## src/rtl/async_fifo_pkg.sv

```systemverilog
// Shared async FIFO definitions: pointer
// width limits and Gray-code helpers.
package async_fifo_pkg;

  localparam int FIFO_ADDR_WIDTH = 3;
  localparam int PTR_MAX_W = 9;

  typedef struct packed {
    logic full;
    logic afull;
    logic ovf;
  } wr_flags_t;

  function automatic logic [PTR_MAX_W-1:0] bin2gray(
    input logic [PTR_MAX_W-1:0] b
  );
    return b ^ (b >> 1);
  endfunction

  function automatic logic [PTR_MAX_W-1:0] gray2bin(
    input logic [PTR_MAX_W-1:0] g
  );
    logic [PTR_MAX_W-1:0] b;
    b[PTR_MAX_W-1] = g[PTR_MAX_W-1];
    for (int i = PTR_MAX_W - 2; i >= 0; i--) begin
      b[i] = b[i+1] ^ g[i];
    end
    return b;
  endfunction

endpackage

```

## src/rtl/async_fifo_wr_ctrl.sv

```systemverilog
// Write-side controller of the async FIFO:
// pointers, full/almost-full, overflow.
module async_fifo_wr_ctrl
  import async_fifo_pkg::*;
#(
  parameter int ADDR_WIDTH   = FIFO_ADDR_WIDTH,
  parameter int AFULL_THRESH = 6
) (
  input  logic                  W_CLK,
  input  logic                  W_RST,
  input  logic                  W_INC,
  input  logic [ADDR_WIDTH:0]   wq2_rptr,
  input  logic                  OVF_CLR,
  output logic                  W_EN,
  output logic [ADDR_WIDTH-1:0] w_addr,
  output logic [ADDR_WIDTH:0]   w_ptr,
  output logic                  FULL,
  output logic                  ALMOST_FULL,
  output logic                  OVERFLOW,
  output logic [ADDR_WIDTH:0]   W_LEVEL
);

  localparam int PW = ADDR_WIDTH + 1;
  localparam logic [PW-1:0] AF_T = PW'(AFULL_THRESH);

  logic [PW-1:0] wbin_q, wbin_d;
  logic [PW-1:0] wptr_q, wptr_d;
  logic [PW-1:0] level_q, level_d;
  logic [PW-1:0] rbin;
  logic [PW-1:0] full_cmp;
  wr_flags_t     flags_q, flags_d;
  logic          w_en;

  assign w_en = W_INC & ~flags_q.full;

  always_comb begin
    wbin_d   = wbin_q + {{(PW-1){1'b0}}, w_en};
    wptr_d   = PW'(bin2gray(PTR_MAX_W'(wbin_d)));
    rbin     = PW'(gray2bin(PTR_MAX_W'(wq2_rptr)));
    level_d  = wbin_d - rbin;
    // Full when write Gray equals read Gray with top two bits flipped
    full_cmp = {~wq2_rptr[PW-1:PW-2], wq2_rptr[PW-3:0]};
    flags_d       = '0;
    flags_d.full  = (wptr_d == full_cmp);
    flags_d.afull = (level_d >= AF_T);
    flags_d.ovf   = (W_INC & flags_q.full)
                  | (flags_q.ovf & ~OVF_CLR);
  end

  always_ff @(posedge W_CLK or negedge W_RST) begin
    if (!W_RST) begin
      wbin_q  <= '0;
      wptr_q  <= '0;
      level_q <= '0;
      flags_q <= '0;
    end else begin
      wbin_q  <= wbin_d;
      wptr_q  <= wptr_d;
      level_q <= level_d;
      flags_q <= flags_d;
    end
  end

  assign W_EN        = w_en;
  assign w_addr      = wbin_q[ADDR_WIDTH-1:0];
  assign w_ptr       = wptr_q;
  assign W_LEVEL     = level_q;
  assign FULL        = flags_q.full;
  assign ALMOST_FULL = flags_q.afull;
  assign OVERFLOW    = flags_q.ovf;

endmodule

```

## config.mk

```make
export PLATFORM = sky130hd
export DESIGN_NAME = async_fifo_wr_ctrl
export DESIGN_NICKNAME = d
export VERILOG_FILES = /design/src/rtl/async_fifo_pkg.sv /design/src/rtl/async_fifo_wr_ctrl.sv
export SDC_FILE = /design/constraint.sdc
export NUM_CORES = 1
export LEC_CHECK = 0
export CAP_MARGIN = 20
export CORE_AREA = 2 2 40 42
export CTS_BUF_LIST = sky130_fd_sc_hd__clkbuf_16
export DETAILED_ROUTE_END_ITERATION = 12
export DIE_AREA = 0 0 42 44
export DONT_BUFFER_PORTS = 1
export PLACE_DENSITY = 0.75
export SLEW_MARGIN = 15
export SYNTH_ARGS = -nofsm -noshare
export SYNTH_HDL_FRONTEND = slang
export SYNTH_SLANG_ARGS = --single-unit
```

## constraint.sdc

```tcl
create_clock -name W_CLK -period 2 [get_ports W_CLK]
set_input_delay 0.4 -clock W_CLK [delete_from_list [all_inputs] [get_ports W_CLK]]
set_output_delay 0.4 -clock W_CLK [all_outputs]
set_load 0.02 [all_outputs]
```

==> run metrics, run 1 <==
outcome=finished with violations; failing checks=setup timing; RSZ-0062 raised after global routing=yes; DRT Wirelength=1170 µm; Final ANT Viol Nets=0; First-pass DRT Iterations=2; clk_lat worst skew=0.24 ns; Filler cells=98; DR vias=417; worst r2r src=FULL; CTS Sinks=14; non-filler cells, final=a little under 90; hpwl dp=983 µm; CTS buffer count=3; Final GP Congestion=0.787; CTS tree=built; Worst slew margin=59.3%; largest net degree at the start of global routing=15; Congestion Overflow GR=0; share of the synthesized area in the top cell type=51.6%; IO buf count=0; ranking of synthesized cells by area=dfrtp_1, ha_1, xnor2_1; worst endpoint required time=2.13 ns; Initial Utilization=between 40% and 50%; Post-Syn Area=slightly below 700 µm²; first-pass GRT wire length=approximately 2000 µm; number of inserted diodes=0; Worst Hold Launch=OVF_CLR; H-tree depth=1; clk buf depth=2; Min-Delay Path Depth=1; Core Footprint=1420 µm²; Avg WL per Cell=13.4 µm; crit path DAT=approximately 2.1 ns; WHS Endpoint=OVERFLOW; max-slew violations=0; async set or reset register ratio after synthesis=100%; most frequently used flop master after synthesis=dfrtp_1; final clock period utilization by the worst path=101%; residual DRC count=0; Max-Cap Viols=0; Netlist cell types=17; Ys Warns=0; Worst Hold Class=input port to flop; Chip Width=42 µm; clock skew=0.00342 ns; die area=~1800 µm²; cell count after placement=80; actual slew at the worst max-slew pin=0.609 ns; Final min period=approximately 2 ns; Worst-path clk slew=around 0.040 ns; Hold Vio Cnt, Final=0; Reg2Reg Depth=9; Crit Path Max Fanout=3; Setup WS post-layout=-0.0104 ns; Synth Area per Inst=12.8 µm²; flops & latches, synth=14; sequential share of the synthesized area=51.6%; Crit Path Class=flop to flop; GRT Util Overall=about 15%; final setup violation count=1; RR Endpoint=ALMOST_FULL; initial antenna violation count=0; Nets=86; number of I/O pins=23; vias per std cell=~4.8; startpoint types=flop; Post-synth EDFFs=0; Post-Synthesis Cells=53; Post-Syn Nets=67; vias in the first global route=461; Yosys top cell by area=dfrtp_1; count leader, synth=dfrtp_1; Area Overhead vs Synth=39.4%; Die H=44 µm; Worst Setup End Kind=flop; synth cell count leaders=dfrtp_1, inv_1, ha_1, xnor2_1, xor2_1; Root Buffer=clkbuf_16; Max Fclk=497 MHz; Rows=14; number of DRC markers in iteration 0=2; fraction of layout cells with a size suffix above 1=33.8%; FF-to-FF setup slack=-0.01 ns
area by class of cell:
cell class                 instances  area [µm²]  share of cell area (%)
multi-input combinational         32         359                    37.9
timing repair buffer              14         111                    11.8
inverter                           7        26.3                    2.77
tap                               16        20.0                    2.11
clock inverter                     1        3.75                   0.396
clock buffer                       3        75.1                    7.93
sequential                        14         352                    37.1
how the worst max path moves through the flow:
stage,slack [ns],end,startpoint
floorplan,-0.12,ALMOST_FULL,FULL
global placement,-0.07,ALMOST_FULL,W_INC
detailed placement,-0.09,ALMOST_FULL,W_INC
CTS,-0.01,ALMOST_FULL,FULL
global route,-0.11,ALMOST_FULL,FULL
finish,-0.01,ALMOST_FULL,FULL
worst max-delay path, stage by stage, from the launching register on:
cell and delay (ns):
dfrtp_2 0.38, nor2b_4 0.05, ha_4 0.16, ha_4 0.17, xor2_4 0.19, ha_4 0.30
nand2_1 0.04, o21ai_1 0.14, xor3_1 0.28, a21o_1 0.17
through the flow:
stage / area (µm²) / hold slack [ns] / worst slack [ns] / setup TNS, ns / utilization, %
CTS: 928 / 0.272 / -0.0118 / -0.0118 / 65.4
floorplan: 737 / 0.104 / -0.125 / -0.125 / -
global placement: 840 / 0.105 / -0.0733 / -0.0733 / 59.2
global route: 947 / 0.277 / -0.115 / -0.118 / 66.8
detailed placement: 840 / 0.105 / -0.0944 / -0.126 / 59.2
finish: 947 / 0.272 / -0.0104 / -0.0104 / 66.8
state kept, by name (all words and copies together) (netlist names):
signal,count
W_LEVEL,4
wbin_q,4
w_ptr,3
ALMOST_FULL,1
FULL,1
OVERFLOW,1
routing by layer:
metal	GRT usage (%)	routed length, µm
met1	16.4	444
met2	27.5	662
met3	3.33	63
met4	7.74	0
met5	0	0
cells in the final DEF (no fill, tap or decap), types with 2 or more instances in the layout:
cell       netlist  routed
nand3_1          2       2
ha_4             0       3
nand2_1          2       2
or3_1            2       2
buf_4            0      12
ha_1             5       2
inv_1            7       7
clkbuf_16        0       3
dfrtp_1         14      13
xnor2_1          5       5
xor2_1           5       5
cell families (layout without fill, tap and decap cells):
kind of cell	Yosys count	count (layout)	synth area share, %
AO/OA/AOI/OAI	5	5	4.42
adder cells (fa/ha/maj)	6	6	12.2
flip-flops	14	14	51.6
AND/OR/NAND/NOR	8	8	6.81
XOR/XNOR	13	13	21.2
buffers and inverters	7	25	3.87
what timing repair did:
action	CTS	global route
buffers inserted	0	2
hold buffers	1	0
gates resized for setup	0	1
endpoints found under the hold margin	14	0
endpoints found under the setup margin	1	2
Power of run 1 is not shown: default switching activity piles up to over one toggle a cycle in this logic, so the estimate is an artifact.
==> run 2, diff against run 1 <==
GPL_TIMING_DRIVEN = 0   (was default)
PLACE_DENSITY = 0.66   (was 0.75)
==> run 2 against run 1 <==
Against the previous run:
- the flow still finishes with violations (setup timing)
- fmax shrank 6.1%
- cell area shrank 5.5%
- clock skew shrank 0.0018 ns
- worst setup slack lost 0.13 ns
- flip-flop and latch count is the same
==> run metrics, run 2 (synthesis gave the netlist of run 1 again) <==
Worst-path clk slew=0.04 ns (about the same); Nets=78 (-9.3%); Worst Setup End Kind=flop; RSZ-0062 raised after global routing=yes; die area=1850 µm² (unchanged); DR vias=406 (-2.6%); most repeated library cell on the critical path=ha_4; CP cell instances=nor2b_4 > ha_4 > ha_4 > xor2_4 > buf_4 > buf_6 > xor2_1 > or3_1 > a22oi_1; initial antenna violation count=0 (unchanged); Worst slew margin=57.7% (-1.5 points); clk_lat worst skew=0.24 ns (about the same); Slowest cell on crit path=dfrtp_2; Die H=44 µm (unchanged); H-tree depth=1 (unchanged); number of I/O pins=23 (unchanged); Filler cells=109 (+11%); CTS Sinks=14 (unchanged); Congestion Overflow GR=0 (unchanged); First-pass DRT Iterations=1 (-1); Final min period=2.14 ns (+0.130 ns); residual DRC count=0 (unchanged); actual slew at the worst max-slew pin=0.632 ns (+0.0230 ns); vias in the first global route=395 (-14%); Final GP Congestion=0.665 (-16%); number of inserted diodes=0 (unchanged); worst endpoint required time=2.15 ns (+0.02 ns); Crit Path Max Fanout=4 (+1); most common cell after layout, fill and taps aside=dfrtp_1; max-slew violations=0 (unchanged); DRT Wirelength=1100 µm (-6.4%); CP bufs+invs=2 (+2); startpoint types=flop; outcome=finished with violations; Area Overhead vs Synth=31.7%; most frequent cells in the layout=dfrtp_1, inv_1, xnor2_1, xor2_1, buf_4; CTS tree=built; pre-CTS WS=-0.296 ns (-0.202 ns); Max Fclk=467 MHz (-6.1%); Initial Utilization=47.9% (unchanged); CP top delay family=simple AND/OR/NAND/NOR gates; max incr delay on CP=0.47 ns (+0.09 ns); Max-Cap Viols=0 (unchanged); final clock period utilization by the worst path=107% (+6.5 points); Rows=14 (unchanged); largest net degree at the start of global routing=15 (unchanged); vias per std cell=5.14 (+7.2%); clock skew=0.00162 ns (-0.00180 ns); Chip Width=42 µm (unchanged); Root Buffer=clkbuf_16; final setup violation count=2 (+1); Crit Path Class=flop to flop; Hold Vio Cnt, Final=0 (unchanged); fraction of layout cells with a size suffix above 1=28.6% (-5.2 points); number of DRC markers in iteration 0=0 (-2); Setup WS post-layout=-0.140 ns (-0.130 ns); CTS buffer count=3 (unchanged); GRT Util Overall=14.6% (-0.47 points); Final ANT Viol Nets=0 (unchanged); Core Footprint=1420 µm² (unchanged); Worst Hold Class=input port to flop; Avg WL per Cell=13.9 µm (+3.1%); hpwl dp=806 µm (-18%); first-pass GRT wire length=1840 µm (-7.0%); failing checks=setup timing; crit path DAT=2.29 ns (+0.15 ns); IO buf count=0 (unchanged); clk buf depth=2 (unchanged)
[run 2: cell types whose count changed in the layout (fill, tap and decap cells not counted), sizes merged]
cell    previous run  this run
buf               13         5
clkinv             1         0
inv                7         8
[run 2: area by class of cell]
cell class / count / area [µm²] / share of cell area (%)
Multi-Input combinational cell: 32 / 367 / 41.0
Sequential cell: 14 / 352 / 39.3
Timing Repair Buffer: 6 / 51.3 / 5.73
Clock inverter: 1 / 3.75 / 0.420
Clock buffer: 3 / 75.1 / 8.39
Tap cell: 16 / 20.0 / 2.24
Inverter: 7 / 26.3 / 2.94
[run 2: timing repair]
action,4_1_cts,5_1_grt
setup endpoints to repair,3,3
buffers inserted,3,2
hold endpoints to repair,14,0
hold buffers,1,0
gates resized for setup,2,1
pin swaps,0,1
[run 2: worst paths after layout]
path / from / to / slack (ns) / cells after the start
worst min register to register: FULL / OVERFLOW / 0.62 / 2
max in group asynchronous: W_RST / FULL / 0.93 / 1
min in group asynchronous: W_RST / w_ptr[0] / 0.62 / 1
worst max register to register: FULL / FULL / -0.14 / 9
worst min-delay path: OVF_CLR / OVERFLOW / 0.25 / 1
worst max-delay path: FULL / FULL / -0.14 / 9
[run 2: metal layers]
metal / part of all wire (%) / routed length (µm) / global-route usage, % / up-vias
li1: - / - / - / 190
met4: 1.7 / 19 / 13.5 / 0
met1: 42 / 455 / 17.9 / 201
met3: 5.0 / 55 / 5.83 / 2
met2: 51 / 563 / 19.4 / 13
met5: 0 / 0 / 0 / -
[run 2: metrics by stage]
| step | hold slack [ns] | setup TNS, ns | cell area [µm²] | util (%) | cells |
|---|---|---|---|---|---|
| finish | 0.250 | -0.258 | 895 | 63.1 | 79 |
| global placement | 0.105 | -0.472 | 757 | 53.4 | 69 |
| global route | 0.263 | -0.452 | 895 | 63.1 | 79 |
| detailed placement | 0.105 | -0.641 | 757 | 53.4 | 69 |
| CTS | 0.248 | -0.247 | 876 | 61.7 | 77 |
| floorplan | 0.104 | -0.125 | 737 | - | 53 |
[run 2: worst register-to-register path, stage by stage, from the launching register on]
cell,delay [ns]
dfrtp_2,0.47
nor2b_4,0.23
ha_4,0.18
ha_4,0.15
xor2_4,0.09
buf_4,0.16
buf_6,0.12
xor2_1,0.14
or3_1,0.34
a22oi_1,0.17
Power of run 2 is left out for the same reason.
